--- src/rtl/alu_ctrl_mdu.sv ---
// rtl/alu_ctrl_mdu.sv - registered ALU control decode with multiply/divide launch and interlock
module alu_ctrl_mdu #(
    parameter int OP_W       = 3,
    parameter int MUL_CYCLES = 4,
    parameter int DIV_CYCLES = 32,
    parameter int CNT_W      = $clog2(((MUL_CYCLES > DIV_CYCLES) ? MUL_CYCLES : DIV_CYCLES) + 1)
) (
    input  logic            clk_i,
    input  logic            rst_i,
    input  logic            valid_i,
    output logic            ready_o,
    input  logic            flush_i,
    input  logic [5:0]      funct_i,
    input  logic [OP_W-1:0] ALUOp_i,
    output logic            valid_o,
    output logic [3:0]      ALUCtrl_o,
    output logic [1:0]      shamt_ctrl_o,
    output logic            illegal_o,
    output logic            mdu_start_o,
    output logic            mdu_div_o,
    output logic            mdu_signed_o,
    output logic            busy_o,
    output logic            mdu_done_o
);

    localparam logic [3:0] C_AND  = 4'b0000;
    localparam logic [3:0] C_OR   = 4'b0001;
    localparam logic [3:0] C_ADD  = 4'b0010;
    localparam logic [3:0] C_SUB  = 4'b0110;
    localparam logic [3:0] C_SLT  = 4'b0111;
    localparam logic [3:0] C_SHR  = 4'b1000;
    localparam logic [3:0] C_LUI  = 4'b1001;
    localparam logic [3:0] C_BNE  = 4'b1010;
    localparam logic [3:0] C_MUL  = 4'b1011;
    localparam logic [3:0] C_DIV  = 4'b1100;
    localparam logic [3:0] C_MFHI = 4'b1101;
    localparam logic [3:0] C_MFLO = 4'b1110;

    typedef enum logic {IDLE, BUSY} state_t;

    state_t           state_q, state_d;
    logic [CNT_W-1:0] cnt_q, cnt_d;
    logic [3:0]       dec_ctrl;
    logic [1:0]       dec_shamt;
    logic             dec_illegal;
    logic             is_mdu;
    logic             is_hilo;
    logic             accept;

    always_comb begin
        dec_ctrl    = C_ADD;
        dec_shamt   = 2'b00;
        dec_illegal = 1'b0;
        is_mdu      = 1'b0;
        is_hilo     = 1'b0;
        case (ALUOp_i)
            OP_W'(0): dec_ctrl = C_ADD;
            OP_W'(1): dec_ctrl = C_BNE;
            OP_W'(2): begin
                case (funct_i)
                    6'd32: dec_ctrl = C_ADD;
                    6'd34: dec_ctrl = C_SUB;
                    6'd36: dec_ctrl = C_AND;
                    6'd37: dec_ctrl = C_OR;
                    6'd42: dec_ctrl = C_SLT;
                    6'd3, 6'd7: begin
                        dec_ctrl  = C_SHR;
                        dec_shamt = 2'b01;
                    end
                    6'd16: begin
                        dec_ctrl = C_MFHI;
                        is_hilo  = 1'b1;
                    end
                    6'd18: begin
                        dec_ctrl = C_MFLO;
                        is_hilo  = 1'b1;
                    end
                    6'd24, 6'd25: begin
                        dec_ctrl = C_MUL;
                        is_mdu   = 1'b1;
                    end
                    6'd26, 6'd27: begin
                        dec_ctrl = C_DIV;
                        is_mdu   = 1'b1;
                    end
                    default: dec_illegal = 1'b1;
                endcase
            end
            OP_W'(3): dec_ctrl = C_ADD;
            OP_W'(4): begin
                dec_ctrl  = C_SLT;
                dec_shamt = 2'b10;
            end
            OP_W'(5): dec_ctrl = C_SUB;
            OP_W'(6): dec_ctrl = C_LUI;
            OP_W'(7): begin
                dec_ctrl  = C_OR;
                dec_shamt = 2'b10;
            end
            default: dec_illegal = 1'b1;
        endcase
    end

    // Plain ALU ops bypass the interlock; only HI/LO consumers and new MDU ops wait.
    assign busy_o     = (state_q == BUSY);
    assign mdu_done_o = busy_o && (cnt_q == CNT_W'(1));
    assign ready_o    = !busy_o || !(is_mdu || is_hilo);
    assign accept     = valid_i && ready_o && !flush_i;

    always_comb begin
        state_d = state_q;
        cnt_d   = cnt_q;
        case (state_q)
            IDLE: begin
                if (accept && is_mdu) begin
                    state_d = BUSY;
                    cnt_d   = funct_i[1] ? CNT_W'(DIV_CYCLES) : CNT_W'(MUL_CYCLES);
                end
            end
            BUSY: begin
                cnt_d = cnt_q - CNT_W'(1);
                if (cnt_q == CNT_W'(1)) begin
                    state_d = IDLE;
                end
            end
            default: begin
                state_d = IDLE;
                cnt_d   = '0;
            end
        endcase
    end

    always_ff @(posedge clk_i) begin
        if (rst_i) begin
            state_q      <= IDLE;
            cnt_q        <= '0;
            valid_o      <= 1'b0;
            ALUCtrl_o    <= 4'b0000;
            shamt_ctrl_o <= 2'b00;
            illegal_o    <= 1'b0;
            mdu_start_o  <= 1'b0;
            mdu_div_o    <= 1'b0;
            mdu_signed_o <= 1'b0;
        end else begin
            state_q     <= state_d;
            cnt_q       <= cnt_d;
            valid_o     <= accept;
            mdu_start_o <= accept && is_mdu;
            if (accept) begin
                ALUCtrl_o    <= dec_ctrl;
                shamt_ctrl_o <= dec_shamt;
                illegal_o    <= dec_illegal;
            end
            if (accept && is_mdu) begin
                mdu_div_o    <= funct_i[1];
                mdu_signed_o <= !funct_i[0];
            end
        end
    end

endmodule

--- config.mk ---
export PLATFORM = sky130hd
export DESIGN_NAME = alu_ctrl_mdu
export DESIGN_NICKNAME = d
export VERILOG_FILES = /design/src/rtl/alu_ctrl_mdu.sv
export SDC_FILE = /design/constraint.sdc
export NUM_CORES = 1
export LEC_CHECK = 0
export BUFFER_PORTS_ARGS = -buffer_cell sky130_fd_sc_hd__buf_2
export CELL_PAD_IN_SITES_DETAIL_PLACEMENT = 1
export CELL_PAD_IN_SITES_GLOBAL_PLACEMENT = 2
export CORE_MARGIN = 2
export CORE_UTILIZATION = 31
export CTS_BUF_LIST = sky130_fd_sc_hd__clkbuf_16
export DETAILED_ROUTE_END_ITERATION = 12
export PLACE_DENSITY = 0.79
export RECOVER_POWER = 25
export SLEW_MARGIN = 20
export SYNTH_ARGS = -nofsm -noshare
export SYNTH_HDL_FRONTEND = slang
export SYNTH_SLANG_ARGS = --single-unit
--- constraint.sdc ---
create_clock -name clk_i -period 2.8 [get_ports clk_i]
set_input_delay 0.28 -clock clk_i [delete_from_list [all_inputs] [get_ports clk_i]]
set_output_delay 0.28 -clock clk_i [all_outputs]
set_load 0.02 [all_outputs]
## Word-level counts from Yosys, hierarchy flattened

Index checks and enable logic that the tools add are counted.

- Register bits after elaboration: 18
- Output and inout bits: 14

- $add $sub $neg: 1
- Equality and inequality tests: 22
- Bitwise operators: 1
- Reductions and logical operators: 19
- Muxes and demuxes: 16

Operators by type and width:

| operator | number |
|---|---|
| == test 6 x 5 -> 1 bit (second input constant) | 6 |
| case mux 4 bit (9 select lines) | 1 |
| == test 6 bit (second input constant) | 5 |
| case mux 4 bit (7 select lines) | 1 |
| OR reduction 13 bit | 1 |
| == test 3 bit (second input constant) | 4 |
| two-way mux 6 bit | 2 |
| case mux 6 bit (2 select lines) | 1 |
| OR reduction 2 bit | 6 |
| two-way mux 1 bit | 9 |
| == test 3 x 2 -> 1 bit (second input constant) | 2 |
| == test 6 x 1 -> 1 bit (second input constant) | 1 |
| == test 6 x 2 -> 1 bit (second input constant) | 1 |
| == test 6 x 3 -> 1 bit (second input constant) | 1 |
| subtractor 6 x 1 -> 6 bit (second input constant) | 1 |
| logical AND 1 bit | 4 |
| zero test 1 bit | 4 |
| case mux 2 bit (2 select lines) | 1 |
| OR reduction 4 bit | 1 |
| == test 3 x 1 -> 1 bit (second input constant) | 1 |
| zero test 3 bit | 1 |
| logical OR 1 bit | 2 |
| inequality test 2 bit (second input constant) | 1 |
| case mux 1 bit (2 select lines) | 1 |
| NOT 1 bit | 1 |

## Depth between registers and ports, before layout

- Depth in word-level cells: 12
- Mapped depth: 6
- Depth with buffers taken out: 5

## Least setup slack after synthesis

Ideal clock, no wire load.

- Kind: register to output
- Start: register state_q (netlist: busy_o)
- End: output port mdu_done_o
- Data arrival time: 1.641 ns
- Stages on the path, launching flop included: 4
- Path slack: 0.879 ns
- Path through: dfxtp_1 > inv_1 > or4_1 > nor3b_1

- Longest elaborated chain between the ends: 1

RTL lines:

| element | line | RTL |
|---|---|---|
| start: declaration | 41 | `state_t state_q, state_d;` |
| start signal: assignment | 145 | `state_q <= state_d;` |
| logical AND 1 bit | 106 | `assign mdu_done_o = busy_o && (cnt_q == CNT_W'(1));` |
| end: declaration | 23 | `output logic mdu_done_o` |

Every way passes these cells.

## Final worst setup path

Same ends and word-level chain as after synthesis.

==> results by group <==
Clocking
  – CTS sink count: 18
  – Post-cts sizing count: 0
  – Longest Clk Path Bufs: 2
  – Hold buffers post-CTS: 0
  – Later-pin clock latency in the skew report: 0.25 ns
  – TritonCTS clock tree: yes
  – Post-CTS Setup Inserts: 0
  – Worst-path clk slew: 0.06 ns
  – H-Tree Level Count: 1
  – CTS buffer count: 3
  – Root Driver: clkbuf_16

Status
  – Status: completed

STA
  – Clock Skew: 0.00500 ns
  – Hold slack final: 0.366 ns
  – Relative slew slack: 59.4%
  – Final Hold Vio Count: 0
  – Pin slew with the least headroom to its limit: 0.608 ns
  – Maximum clock frequency: 446 MHz
  – Slew Limit Fails: 0
  – Final setup viols: 0
  – Post-route minimum period: 2.24 ns
  – RSZ-0062 raised after global routing: false
  – Final setup TNS: 0 ns
  – Fin crit share: 80.1%

Die
  – Die area: 0.00391 mm²
  – Die Height: 62.5 µm
  – Area of the core: 0.00331 mm²
  – Rows: 21
  – Initial core utilization: 32.1%
  – Number of primary I/O pins: 27
  – Die Wd: 62.5 µm

Global routing
  – Initial antenna violation count: 0
  – Number of global-route vias before repair: 1133
  – First-pass GRT wire length: 5280 µm
  – GRT Total Usage: 16.8%
  – Largest net degree at the start of global routing: 21
  – GRT Residual Overflow: 0

Worst setup path
  – Worst EP required: 2.52 ns
  – Critical Path AT: 1.96 ns
  – Crit-path slowest cell: dfxtp_1
  – Worst-path fanout max: 15
  – Worst Setup End Kind: output port
  – CP Cell Sequence: inv_1, or4_1, nor3b_1, buf_2
  – Setup crit start kind: flip-flop
  – Kind of critical path: flip-flop to output port
  – CP max stage delay: 0.59 ns
  – Flop2flop setup slack: 0.85 ns

Logic synthesis
  – Post-synth top area share: 33.9%
  – Leading cell types by count after synthesis: 18 x dfxtp_1, 16 x nor2_1, 11 x a21oi_1, 10 x nand2_1, 8 x inv_1
  – Synth area leader: dfxtp_1
  – Post-synthesis cell count: 135
  – Number of synthesized flops with an enable pin: 0
  – Async SR Flop Fraction: 0%
  – Synthesized area: 0.00106 mm²
  – Ys Warns: 0
  – Top cells by area, synth: dfxtp_1 34%, nor2_1 5.7%, a21oi_1 5.2%, nand2_1 3.5%, nor3_1 3.3%
  – Ys flop type: dfxtp_1
  – Top-count cell post-synth: dfxtp_1
  – Sequential element share of the synthesized area: 33.9%
  – Yosys reg bits: 18
  – Synth unique cells: 42
  – Syn_nets: 150
  – Syn_area_per_cell: 7.87 µm²

Placed design
  – Gpl congestion: 0.776
  – I/O Buffers: 26
  – DP HPWL: 2320 µm
  – Placed Area: 0.00123 mm²

Routing
  – Via Count: 1119
  – Via-to-Cell Ratio: 5.46
  – Starting DRC count in detailed routing: 34
  – Average wire per standard cell: 15.1 µm
  – Routed WL: 3100 µm
  – Drt pass-1 iters: 4
  – Antenna viol nets, final: 0
  – DRC errors left: 0

Power
  – Pleak: 0.484 nW
  – VDD IR max: 0.234 mV
  – Pwr dens: 486 mW/mm²

Cells and area
  – Final nets: 175
  – Antenna cells: 0
  – Fin area: 0.00129 mm²
  – Share of cells above drive strength 1: 19.5%
  – Area delta synth->final: 21.9%
  – Final core utilization: 39.1%

Worst hold path
  – Worst Hold Class: input pin to flip-flop

Job
  – Max-cap violation count: 0
## power by group
| group | switching (mW) | total [mW] | internal [mW] | leakage, nW |
|---|---|---|---|---|
| Sequential | 0.00227 | 0.263 | 0.261 | 0.146 |
| Clock | 0.101 | 0.291 | 0.190 | 0.0385 |
| Combinational | 0.0482 | 0.0748 | 0.0267 | 0.300 |
| Total | 0.152 | 0.629 | 0.478 | 0.484 |
## final cells by class
type	instances	area (µm²)
Sequential cell	18	360
Fill cell	454	2020
Timing Repair Buffer	26	120
Clock buffer	3	75.1
Inverter	8	30.0
Clock inverter	1	3.75
Multi-Input combinational cell	103	648
Tap cell	46	57.6
## kinds of logic after synthesis
kind of cell / count (synthesis) / synth area share, %
simple gates: 64 / 34.3
fa+ha+maj: 2 / 2.36
mux: 1 / 0.942
buf+inv: 14 / 5.06
compound gates: 34 / 21.8
xor+xnor: 2 / 1.65
flops: 18 / 33.9
## metrics by stage
stage | power (mW) | worst slack [ns] | instances
floorplan | 0.315 | 0.879 | 135
global placement | 0.342 | 0.897 | 201
finish | 0.629 | 0.557 | 205
detailed placement | 0.344 | 0.827 | 201
global route | 0.660 | 0.340 | 205
CTS | 0.639 | 0.557 | 205
## final timing paths
check                  start               to  depth (start not counted)
max                   busy_o       mdu_done_o                          4
min               funct_i[1]        mdu_div_o                          3
max reg2reg           busy_o     ALUCtrl_o[0]                          5
min reg2reg  shamt_ctrl_o[1]  shamt_ctrl_o[1]                          2
## placed cells by master (no fill, tap or decap), types with 2 or more instances in the layout
master      n
dfxtp_1    18
buf_2      18
nor2_1     16
a21oi_1    11
nand2_1    10
inv_1       8
clkbuf_1    8
nor3_1      7
o21ai_0     6
nand3_1     5
nand2b_1    4
a31oi_1     4
nor2b_1     3
clkbuf_16   3
or4_1       2
or3b_1      2
or3b_2      2
and4bb_2    2
nor4b_1     2
xor2_1      2
a32oi_1     2
ha_1        2
## layer usage
layer | GRT usage (%) | vias to the layer above | wire, µm
met5 | 0 | - | 0
met4 | 5.00 | 0 | 42
met3 | 3.42 | 5 | 88
met2 | 31.9 | 19 | 1660
met1 | 18.8 | 555 | 1310
li1 | - | 540 | -
## flip-flops by register name, summed over array words and instances (netlist names)
signal and cells:
cnt_q 6, ALUCtrl_o 4, shamt_ctrl_o 2, busy_o 1
illegal_o 1, mdu_div_o 1, mdu_signed_o 1, mdu_start_o 1
valid_o 1
## critical path, delay by kind of cell, from the launching register on
kind                   cells  cell delay [ns]
AND/OR/NAND/NOR            2             0.73
flip-flops                 1             0.59
buffers and inverters      2             0.39
No activity file was read; power rests on OpenSTA's default activity.
